File: config.mk
export PLATFORM = sky130hd
export DESIGN_NAME = intra_block_scheduler
export DESIGN_NICKNAME = d
export VERILOG_FILES = /design/src/rtl/intra_block_scheduler.sv
export SDC_FILE = /design/constraint.sdc
export NUM_CORES = 1
export LEC_CHECK = 0
export ABC_CLOCK_PERIOD_IN_PS = 3450
export BUFFER_PORTS_ARGS = -buffer_cell sky130_fd_sc_hd__buf_2
export CAP_MARGIN = 20
export CORE_UTILIZATION = 53
export CTS_CLUSTER_DIAMETER = 150
export DETAILED_ROUTE_END_ITERATION = 12
export HOLD_SLACK_MARGIN = 0.1
export PLACE_DENSITY = 0.79
export SYNTH_ARGS = -nofsm -noshare
export SYNTH_HDL_FRONTEND = slang
export SYNTH_SLANG_ARGS = --single-unit
export TNS_END_PERCENT = 10
File: constraint.sdc
create_clock -name clk -period 3.45 [get_ports clk]
set_clock_uncertainty 0.05 [all_clocks]
set_input_delay 1.035 -clock clk [delete_from_list [all_inputs] [get_ports clk]]
set_output_delay 1.035 -clock clk [all_outputs]
set_load 0.1 [all_outputs]
File: src/rtl/intra_block_scheduler.sv
// rtl/intra_block_scheduler.sv - raster block dispatcher with round-robin engine grant
// Optional frame cycle counter enabled by defining IBS_FRAME_CYCLES_EN.
module intra_block_scheduler #(
    parameter  int NUM_ENG = 2,
    parameter  int FRAME_W = 1280,
    parameter  int FRAME_H = 720,
    parameter  int BLK     = 4,
    parameter  int COORD_W = 16,
    localparam int GID_W   = (NUM_ENG > 1) ? $clog2(NUM_ENG) : 1
) (
    input  logic               clk,
    input  logic               reset,
    input  logic               start,
    input  logic               hold,
    input  logic [NUM_ENG-1:0] eng_req,
    input  logic [NUM_ENG-1:0] eng_done,
    output logic               grant_vld,
    output logic [NUM_ENG-1:0] grant_onehot,
    output logic [GID_W-1:0]   grant_id,
    output logic [COORD_W-1:0] blk_x,
    output logic [COORD_W-1:0] blk_y,
    output logic [NUM_ENG-1:0] eng_busy,
    output logic               busy,
    output logic               frame_done,
    output logic               err_spurious,
    output logic [31:0]        frame_cycles
);

    typedef enum logic [1:0] {
        S_IDLE,
        S_DISPATCH,
        S_DRAIN,
        S_DONE
    } state_t;

    state_t             state;
    logic [GID_W-1:0]   rr_ptr;
    logic [COORD_W-1:0] cur_x;
    logic [COORD_W-1:0] cur_y;

    logic [NUM_ENG-1:0] eligible;
    logic               pick_vld;
    logic [GID_W-1:0]   pick_id;
    logic [GID_W-1:0]   next_ptr;
    logic               do_grant;
    logic [NUM_ENG-1:0] grant_mask;
    logic               row_end;
    logic               last_blk;

    // The registered grant_onehot masks the engine granted last cycle, whose req may still be high.
    assign eligible = eng_req & ~eng_busy & ~grant_onehot;

    // Two passes: first eligible at/after the pointer, then wrap to the low indices.
    always_comb begin
        pick_vld = 1'b0;
        pick_id  = '0;
        for (int i = 0; i < NUM_ENG; i++) begin
            if (!pick_vld && eligible[i] && (i >= int'(rr_ptr))) begin
                pick_vld = 1'b1;
                pick_id  = GID_W'(i);
            end
        end
        for (int i = 0; i < NUM_ENG; i++) begin
            if (!pick_vld && eligible[i]) begin
                pick_vld = 1'b1;
                pick_id  = GID_W'(i);
            end
        end
    end

    assign next_ptr   = (pick_id == GID_W'(NUM_ENG - 1)) ? '0 : pick_id + 1'b1;
    assign do_grant   = (state == S_DISPATCH) && !hold && pick_vld;
    assign grant_mask = do_grant ? (NUM_ENG'(1) << pick_id) : '0;
    assign row_end    = (cur_x == COORD_W'(FRAME_W - BLK));
    assign last_blk   = row_end && (cur_y == COORD_W'(FRAME_H - BLK));

    always_ff @(posedge clk) begin
        if (reset) begin
            state        <= S_IDLE;
            rr_ptr       <= '0;
            cur_x        <= '0;
            cur_y        <= '0;
            grant_vld    <= 1'b0;
            grant_onehot <= '0;
            grant_id     <= '0;
            blk_x        <= '0;
            blk_y        <= '0;
            eng_busy     <= '0;
            busy         <= 1'b0;
            frame_done   <= 1'b0;
            err_spurious <= 1'b0;
        end else begin
            grant_vld    <= 1'b0;
            grant_onehot <= '0;
            frame_done   <= 1'b0;
            eng_busy     <= (eng_busy & ~eng_done) | grant_mask;
            if (|(eng_done & ~eng_busy)) begin
                err_spurious <= 1'b1;
            end
            case (state)
                S_IDLE: begin
                    if (start) begin
                        state <= S_DISPATCH;
                        cur_x <= '0;
                        cur_y <= '0;
                        busy  <= 1'b1;
                    end
                end
                S_DISPATCH: begin
                    if (do_grant) begin
                        grant_vld    <= 1'b1;
                        grant_onehot <= grant_mask;
                        grant_id     <= pick_id;
                        blk_x        <= cur_x;
                        blk_y        <= cur_y;
                        rr_ptr       <= next_ptr;
                        if (last_blk) begin
                            state <= S_DRAIN;
                        end else if (row_end) begin
                            cur_x <= '0;
                            cur_y <= cur_y + COORD_W'(BLK);
                        end else begin
                            cur_x <= cur_x + COORD_W'(BLK);
                        end
                    end
                end
                S_DRAIN: begin
                    if (eng_busy == '0) begin
                        state      <= S_DONE;
                        frame_done <= 1'b1;
                        busy       <= 1'b0;
                    end
                end
                S_DONE: begin
                    state <= S_IDLE;
                end
                default: begin
                    state <= S_IDLE;
                end
            endcase
        end
    end

`ifdef IBS_FRAME_CYCLES_EN
    logic [31:0] cyc_cnt;

    always_ff @(posedge clk) begin
        if (reset) begin
            cyc_cnt <= '0;
        end else if ((state == S_IDLE) && start) begin
            cyc_cnt <= 32'd1;
        end else if (((state == S_DISPATCH) || (state == S_DRAIN)) && (cyc_cnt != 32'hFFFF_FFFF)) begin
            cyc_cnt <= cyc_cnt + 32'd1;
        end
    end

    assign frame_cycles = cyc_cnt;
`else
    assign frame_cycles = 32'd0;
`endif

endmodule

==> out/metrics.cfg, run 1 <==
[outcome]
status = completed

[cts]
worst_skew_pair.late_latency_ps = 350
clkTransAtPathRegs_ps = 70
post_cts_buffers = 0
post_cts_resized = 0
ctsHoldBuffers = 0
cts_root_buf = clkbuf_8
cts_sinks = 68
clock_path_buffers = 2
cts_max_level = 3
cts_tree = yes
numCtsBuffers = 9

[final_layout]
diodes = 0
num-nets-final = 479
final_common_cell = nand2_1
final_cell_mix = nand2_1 (81), dfxtp_1 (68), a21oi_1 (45), buf_2 (44), conb_1 (36)
fillCellCount = 542
drive_gt1_frac = 0.192
postLayoutCellArea_sq_um = 3800
final_util = 0.631
syn_to_final_growth_pct = 12.4

[placement]
place_area_sq_um = 3550
gp_congestion = 0.900
dp_hpwl_microns = 5350
io_buffers = 44

[logic_synthesis]
mappedNetlistArea_sq_um = 3380
synth.distinct_cells = 50
async_flop_share = 0
ys_seq_area_frac = 0.403
synth_edf_count = 0
synth.avg_cell_area_sq_um = 8.05
synthFlopType = dfxtp_1
yosysWarnings = 0
syn_inst = 420
ys_ff_latch = 68

[floorplan]
num_rows = 28
core-area_sq_um = 6030
die_x_microns = 81.9
die_y_microns = 81.9
dieArea_sq_um = 6700
initial_utilization = 0.561
io_pins = 81

[worst_setup_path]
path_max_fanout = 11
crit_type = input port to register
path_cells = buf_2 -> or3b_2 -> a211oi_2 -> nor2_1 -> or4_1 -> a21oi_1
r2r-start = cur_x[8]
critPathCaptureType = register
worst-path-buf-inv = 1
cp_data_required_time_ps = 3680
critPathLaunch = eng_req[1]
max_stage_delay_ps = 560
crit_family = simple AND/OR/NAND/NOR gates
critical_path.startpoint_type = input port
crit_arrival_ps = 3090
cpMaxStageDelayCell = or4_1

[detailed_routing]
route.detailed.drc = 0
viasPerCell = 5.67
first_pass_iters = 5
wl_per_cell_microns = 14.1
wirelength_microns = 7700
ant_nets = 0
num_vias = 3086
drt-initial-drc-count = 235

[grt]
track_usage = 0.248
grt.overflow.total = 0
grt_max_degree = 31
antenna_found_initial = 0
grt_pass1_vias = 2694
grt_first_pass_wirelength_microns = 12700

[timing]
slew-limit-headroom = 0.521
fmaxAchievable_mhz = 349
rsz0062_at_grt = false
worst_slew_pin_slew_ps = 718
hold_violations = 0
fin_crit_sh = 0.830
fin_setup_tns_ps = 0
setup_viol = 0
period_minus_slack_ps = 2860
drv_slew = 0

[min_path]
min_from = blk_x[8]
hp-class = register to register

[pwr]
leakage_nw = 1.48
peakVddDrop_v = 0.000554
pwr_density_cell_nw_per_um2 = 664

[run]
cap_viol_max_count = 0

per-layer routing:
| layer | vias up | part of all wire | global-route usage |
|---|---|---|---|
| li1 | 1513 | - | - |
| met1 | 1411 | 0.45 | 0.322 |
| met2 | 147 | 0.45 | 0.393 |
| met3 | 15 | 0.078 | 0.0578 |
| met4 | 0 | 0.019 | 0.105 |
| met5 | - | 0 | 0 |
power breakdown:
group	internal, mW	leakage (nW)	switching (mW)
Sequential	0.814	0.549	0.0207
Combinational	0.199	0.806	0.681
Clock	0.500	0.122	0.312
Total	1.51	1.48	1.01
stage by stage:
stage	worst slack [ps]	instances	hold WS, ps	power (mW)
final	588	544	402	2.53
after global routing	441	544	423	2.64
after CTS	596	544	405	2.52
after detailed placement	272	528	394	1.72
after global placement	312	528	389	1.69
after floorplan	534	455	393	1.60
cell usage after synthesis, types with 3 or more instances:
cell | n | area [sq um]
or3b_2 | 3 | 26.3
ha_1 | 7 | 87.6
o21bai_1 | 4 | 30.0
buf_4 | 36 | 270
a21o_1 | 4 | 30.0
or4_1 | 5 | 37.5
nor2_1 | 22 | 82.6
nand4_1 | 5 | 31.3
nand3_1 | 17 | 85.1
a31oi_1 | 5 | 31.3
nor4_1 | 7 | 43.8
mux2i_1 | 3 | 30.0
a211oi_1 | 3 | 22.5
dfxtp_1 | 68 | 1360
nor2b_1 | 3 | 18.8
inv_1 | 7 | 26.3
buf_2 | 4 | 20.0
o21ai_0 | 11 | 55.1
nor3b_1 | 4 | 30.0
a21oi_1 | 46 | 230
o31ai_1 | 4 | 30.0
a31o_2 | 7 | 61.3
clkbuf_1 | 14 | 52.6
nor3_1 | 12 | 60.1
or3_1 | 6 | 37.5
nand2_1 | 81 | 304
worst register-to-register path: stages, from the launching register on:
cell	delay, ps
dfxtp_1	380
or4_1	570
or4_1	680
o32ai_4	610
nor3_1	140
o221a_1	260
cell type report:
class / count / area (sq um) / share of cell area
Sequential cell: 68 / 1360 / 0.358
Timing Repair Buffer: 54 / 295 / 0.0777
Clock buffer: 10 / 138 / 0.0362
Multi-Input combinational cell: 324 / 1780 / 0.467
Tap cell: 75 / 93.8 / 0.0247
Clock inverter: 6 / 111 / 0.0293
Inverter: 7 / 26.3 / 0.00691
logic make-up (layout without fill, tap and decap cells):
| kind of cell | Yosys count | count (layout) | share of synthesized area |
|---|---|---|---|
| compound gates | 103 | 103 | 0.203 |
| fa+ha+maj | 7 | 7 | 0.0259 |
| buf+inv | 63 | 77 | 0.114 |
| flops | 68 | 68 | 0.403 |
| mux | 3 | 3 | 0.00888 |
| other cells | 1 | 36 | 0.00111 |
| simple gates | 175 | 175 | 0.245 |
final timing paths:
check             slack [ps]  cells past startpoint         to
hold / removal           400                      2   blk_x[8]
hold reg to reg          400                      2   blk_x[8]
setup reg to reg         660                      5   cur_x[7]
setup / recovery         590                      6  cur_y[13]
registers in the layout, summed over array words and instances, names as in the netlist:
| signal | flops |
|---|---|
| rr_ptr | 1 |
| grant_id | 1 |
| eng_busy | 2 |
| cur_y | 14 |
| grant_vld | 1 |
| cur_x | 14 |
| grant_onehot | 2 |
| err_spurious | 1 |
| blk_y | 14 |
| frame_done | 1 |
| state | 2 |
| busy | 1 |
| blk_x | 14 |
Power figures use the tool's default switching activity.
==> inputs of run 2 (changes only) <==
Settings changed: ABC_AREA set to 1, ABC_CLOCK_PERIOD_IN_PS 3450 to 2900, CORE_UTILIZATION 53 to 55, PLACE_DENSITY 0.79 to 0.8.
Clock period 3.45 ns to 2.9 ns, I/O delays scaled along.
==> run 2 against run 1 <==
Against the previous run: die area increased by 7.8%; hold slack improved by 31 ps; setup slack gained 82 ps; sequential share of layout area fell by 3.1 points; utilization grew 1.0 points; critical path depth rose by 2; critical endpoint is now cur_x[8]; synthesized cell count increased by 31%.
==> out/metrics.cfg, run 2 <==
[worst_setup_path]
critical_path.startpoint_type = register
crit_family = simple AND/OR/NAND/NOR gates
crit_arrival_ps = 2470
crit_type = register to register
cp_data_required_time_ps = 3140
path_max_fanout = 12
max_stage_delay_ps = 550
path_cells = inv_1 -> ha_1 -> buf_4 -> nor2_1 -> nor2_4 -> nand2_1 -> nand2_1 -> a21oi_2
cpMaxStageDelayCell = nor2_1
critPathCaptureType = register
worst-path-buf-inv = 2
crit_top_cell = nand2_1

[timing]
fmaxAchievable_mhz = 448
fin_crit_sh = 0.769
worst_slew_pin_slew_ps = 672
setup_slack_ps = 670
setup_viol = 0
period_minus_slack_ps = 2230
rsz0062_at_grt = false
hold_violations = 0
fin_setup_tns_ps = 0
slew-limit-headroom = 0.550
drv_slew = 0

[floorplan]
die_x_microns = 85.0
core-area_sq_um = 6490
io_pins = 81
dieArea_sq_um = 7230
num_rows = 29
die_y_microns = 85.0
initial_utilization = 0.584

[final_layout]
fin_cells = 673
final_util = 0.641
num-nets-final = 606
final_common_cell = nand2_1
diodes = 0
syn_to_final_growth_pct = 9.80
drive_gt1_frac = 0.156
final_cell_mix = nand2_1 (108), nor2_1 (94), dfxtp_1 (68), inv_1 (46), buf_2 (44)

[logic_synthesis]
async_flop_share = 0
syn_inst = 550
synth_top_area_frac = 0.359
ys_seq_area_frac = 0.359
ys_top_cells_by_count = nand2_1 (108), nor2_1 (94), dfxtp_1 (68), inv_1 (46), a21oi_1 (42)
synth_xor_area_frac = 0.00924
mappedNetlistArea_sq_um = 3790
synth_edf_count = 0
yosysWarnings = 0
synth-simple-area-share = 0.334
synth.distinct_cells = 38
synth_mux_area_frac = 0
synth_top_cell_by_area = dfxtp_1
netlist_top_cells_area = dfxtp_1 (36%), nand2_1 (11%), nor2_1 (9.3%)
ys_ff_latch = 68
synth.avg_cell_area_sq_um = 6.89
yosysMostFrequentCell = nand2_1
synthFlopType = dfxtp_1
synth_top_family_by_area = simple AND/OR/NAND/NOR gates
synth_compound_area_frac = 0.131
synthAdderAreaFrac = 0.0231

[cts]
post_cts_resized = 0
cts_tree = yes
clock_path_buffers = 2
worst_skew_pair.late_latency_ps = 350
numCtsBuffers = 9
cts_max_level = 3
clkTransAtPathRegs_ps = 70
cts_sinks = 68
post_cts_buffers = 0
ctsHoldBuffers = 0
cts_root_buf = clkbuf_8

[pwr]
peakVddDrop_v = 0.000697
switching_share = 0.509
pwr_density_cell_nw_per_um2 = 939
p_comb_frac = 0.473
p_seq_frac = 0.301
internal-power_mw = 1.92
power_mw = 3.91
leakage_nw = 1.79
p_sw_mw = 1.99
power.share.clock = 0.226

[grt]
grt_pass1_vias = 3091
antenna_found_initial = 0
grt_first_pass_wirelength_microns = 14600
grt.overflow.total = 0
grt_max_degree = 48
track_usage = 0.256

[placement]
dp_hpwl_microns = 6340
pre_cts_ws_ps = 493
io_buffers = 44
gp_congestion = 0.925
dp.cells = 657

[detailed_routing]
wirelength_microns = 8790
viasPerCell = 5.34
ant_nets = 0
num_vias = 3597
route.detailed.drc = 0
drt-initial-drc-count = 255
first_pass_iters = 5
wl_per_cell_microns = 13.1

[outcome]
status = completed

[run]
cap_viol_max_count = 0

[min_path]
hp-class = register to register

## run 2: cell count changes in the layout (fill, tap and decap cells not counted), moves of 6 or more
| cell | change |
|---|---|
| nand2_1 | +27 |
| a31o_2 | -7 |
| nand2_2 | +6 |
| nand4_1 | +8 |
| nor2_1 | +72 |
| nand3_1 | +10 |
| o21ai_0 | +30 |
| or3_1 | -6 |
| nor4_1 | -6 |
| inv_1 | +39 |
## run 2: final cells by class
cell class / instances / area, sq um
fill: 611 / 2330
multi-input combinational: 414 / 2020
sequential: 68 / 1360
timing repair buffer: 50 / 278
inverter: 48 / 180
clock buffer: 10 / 138
tap: 77 / 96.3
clock inverter: 6 / 87.6
## run 2: power by group through the flow
stage | Sequential, mW | Clock [mW] | Combinational, mW
6_report | 1.18 | 0.885 | 1.85
5_1_grt | 1.19 | 0.939 | 1.97
4_1_cts | 1.17 | 0.898 | 1.85
3_5_place_dp | 1.19 | 0 | 1.84
3_3_place_gp | 1.19 | 0 | 1.82
2_1_floorplan | 1.80 | 0 | 1.02
## run 2: cells by family (layout without fill, tap and decap cells)
kind of cell / after synthesis / count (layout)
buf+inv: 103 / 114
fa+ha+maj: 7 / 7
other cells: 1 / 36
xor+xnor: 4 / 4
compound gates: 91 / 91
flops: 68 / 68
simple gates: 276 / 276
## run 2: worst register-to-register path, stage by stage (launching register included)
cell	delay, ps
dfxtp_1	330
inv_1	90
ha_1	210
buf_4	210
nor2_1	550
nor2_4	130
nand2_1	330
nand2_1	130
a21oi_2	140
## run 2: stage by stage
stage | cell area [sq um] | hold WS [ps]
floorplan | 3920 | 408
CTS | 4160 | 438
global route | 4160 | 454
detailed placement | 3940 | 420
finish | 4160 | 432
global placement | 3940 | 409
## run 2: final timing paths
kind / to / slack, ps / start / cells after the start
worst max-delay path: cur_x[8] / 670 / state[1] / 8
worst min-delay path: blk_y[3] / 430 / blk_y[3] / 2
worst max register to register: cur_x[8] / 670 / state[1] / 8
worst min register to register: blk_y[3] / 430 / blk_y[3] / 2
## run 2: layer usage
| layer | wire [microns] | GRT usage |
|---|---|---|
| met5 | 0 | 0 |
| met4 | 141 | 0.0755 |
| met1 | 4280 | 0.364 |
| met3 | 631 | 0.0623 |
| met2 | 3740 | 0.386 |
==> inputs of run 3 (changes only) <==
Settings changed: ABC_CLOCK_PERIOD_IN_PS 2900 to 2300.
Clock period 2.9 ns to 2.3 ns, I/O delays scaled along.
==> run 3 against run 2 <==
Against the previous run: hold slack got worse by 12 ps; combinational power increased by 30%; register-to-register slack got worse by 510 ps; critical path type unchanged.
==> out/metrics.cfg, run 3 (synthesis results as in run 2) <==
[outcome]
status = completed

[final_layout]
diodes = 0
num-nets-final = 609
postLayoutCellArea_sq_um = 4150
fin_cells = 676
final_util = 0.640
final_cell_mix = nand2_1 (108), nor2_1 (94), dfxtp_1 (68), inv_1 (46), buf_2 (44)
syn_to_final_growth_pct = 9.57
drive_gt1_frac = 0.157
final_common_cell = nand2_1

[worst_setup_path]
crit_type = register to register
timing.rr.end = cur_y[2]
path_max_fanout = 13
r2r_cells = 8
path_cells = ha_1 -> inv_1 -> nor3_2 -> nand2_2 -> a21oi_4 -> nand3_2 -> o21ai_0 -> nor2_1
crit_family = simple AND/OR/NAND/NOR gates
critPathCaptureType = register
cpMaxStageDelayCell = dfxtp_1
worst-path-buf-inv = 1
cp_data_required_time_ps = 2480
rrSetupSlack_ps = 160
max_stage_delay_ps = 430
critical_path.startpoint_type = register
crit_arrival_ps = 2320
r2r-start = cur_x[3]

[detailed_routing]
viasPerCell = 5.24
route.detailed.drc = 0
wl_per_cell_microns = 12.7
wirelength_microns = 8600
drt-initial-drc-count = 285
first_pass_iters = 5
ant_nets = 0
num_vias = 3544

[pwr]
leakage_nw = 1.80
internal-power_mw = 2.35
power.share.clock = 0.198
pwr_density_cell_nw_per_um2 = 1170
p_sw_mw = 2.50
p_seq_frac = 0.305
switching_share = 0.515
power_mw = 4.85
p_comb_frac = 0.497
peakVddDrop_v = 0.000722

[min_path]
min_from = grant_id
hold_path_end = grant_id
hp-class = register to register
hold_depth = 2

[timing]
rsz0062_at_grt = false
period_minus_slack_ps = 2140
setup_slack_ps = 156
setup_viol = 0
holdWs_ps = 421
hold_violations = 0
drv_slew = 0
fin_crit_sh = 0.932
fmaxAchievable_mhz = 466
fin_setup_tns_ps = 0

[placement]
gp_congestion = 1.00
pre_cts_ws_ps = 141
io_buffers = 44
place_area_sq_um = 3960
dp.cells = 660
dp_hpwl_microns = 6150

[grt]
grt_pass1_vias = 3122
antenna_found_initial = 0
grt_first_pass_wirelength_microns = 14600
grt_max_degree = 48
track_usage = 0.254
grt.overflow.total = 0

[floorplan]
io_pins = 81
initial_utilization = 0.584
num_rows = 29
die_x_microns = 85.0
core-area_sq_um = 6490
die_y_microns = 85.0
dieArea_sq_um = 7230

[cts]
numCtsBuffers = 9
cts_max_level = 3
post_cts_resized = 0
ctsHoldBuffers = 0
clkTransAtPathRegs_ps = 70
cts_root_buf = clkbuf_8
cts_tree = yes
clock_path_buffers = 2
worst_skew_pair.late_latency_ps = 340
cts_sinks = 68
post_cts_buffers = 0

[run]
cap_viol_max_count = 0

## run 3: worst reg2reg max path: cells and delay by family (launching register included)
| kind | cells | cell delay (ps) |
|---|---|---|
| flops | 1 | 430 |
| fa+ha+maj | 1 | 180 |
| buf+inv | 1 | 60 |
| simple gates | 4 | 730 |
| compound gates | 2 | 580 |
## run 3: final cells by class
class | instances | area (sq um)
clock buffer | 12 | 145
clock inverter | 4 | 48.8
fill | 602 | 2340
inverter | 48 | 180
multi-input combinational | 414 | 2020
sequential | 68 | 1360
tap | 77 | 96.3
timing repair buffer | 53 | 300
## run 3: worst max-delay path by stage
stage,start,endpoint,slack [ps],depth (start not counted)
6_report,cur_x[3],cur_y[2],160,8
5_1_grt,cur_x[3],cur_y[2],20,8
4_1_cts,cur_x[2],cur_y[2],230,8
3_5_place_dp,eng_req[1],cur_x[11],140,10
3_3_place_gp,eng_req[1],cur_x[7],260,10
2_1_floorplan,eng_busy[0],cur_x[8],180,10
## run 3: routing by layer
layer / track usage / vias to the layer above / wire [microns]
li1: - / 1791 / -
met1: 0.357 / 1560 / 4130
met2: 0.375 / 180 / 3600
met3: 0.0516 / 13 / 730
met4: 0.109 / 0 / 144
met5: 0 / - / 0
## run 3: power by group through the flow
stage                     clock [mW]  combinational, mW  sequential (mW)
after floorplan                    0               1.28             2.28
after global placement             0               2.35             1.50
after detailed placement           0               2.39             1.50
after CTS                      0.981               2.39             1.48
after global routing            1.02               2.58             1.51
final                          0.959               2.41             1.48
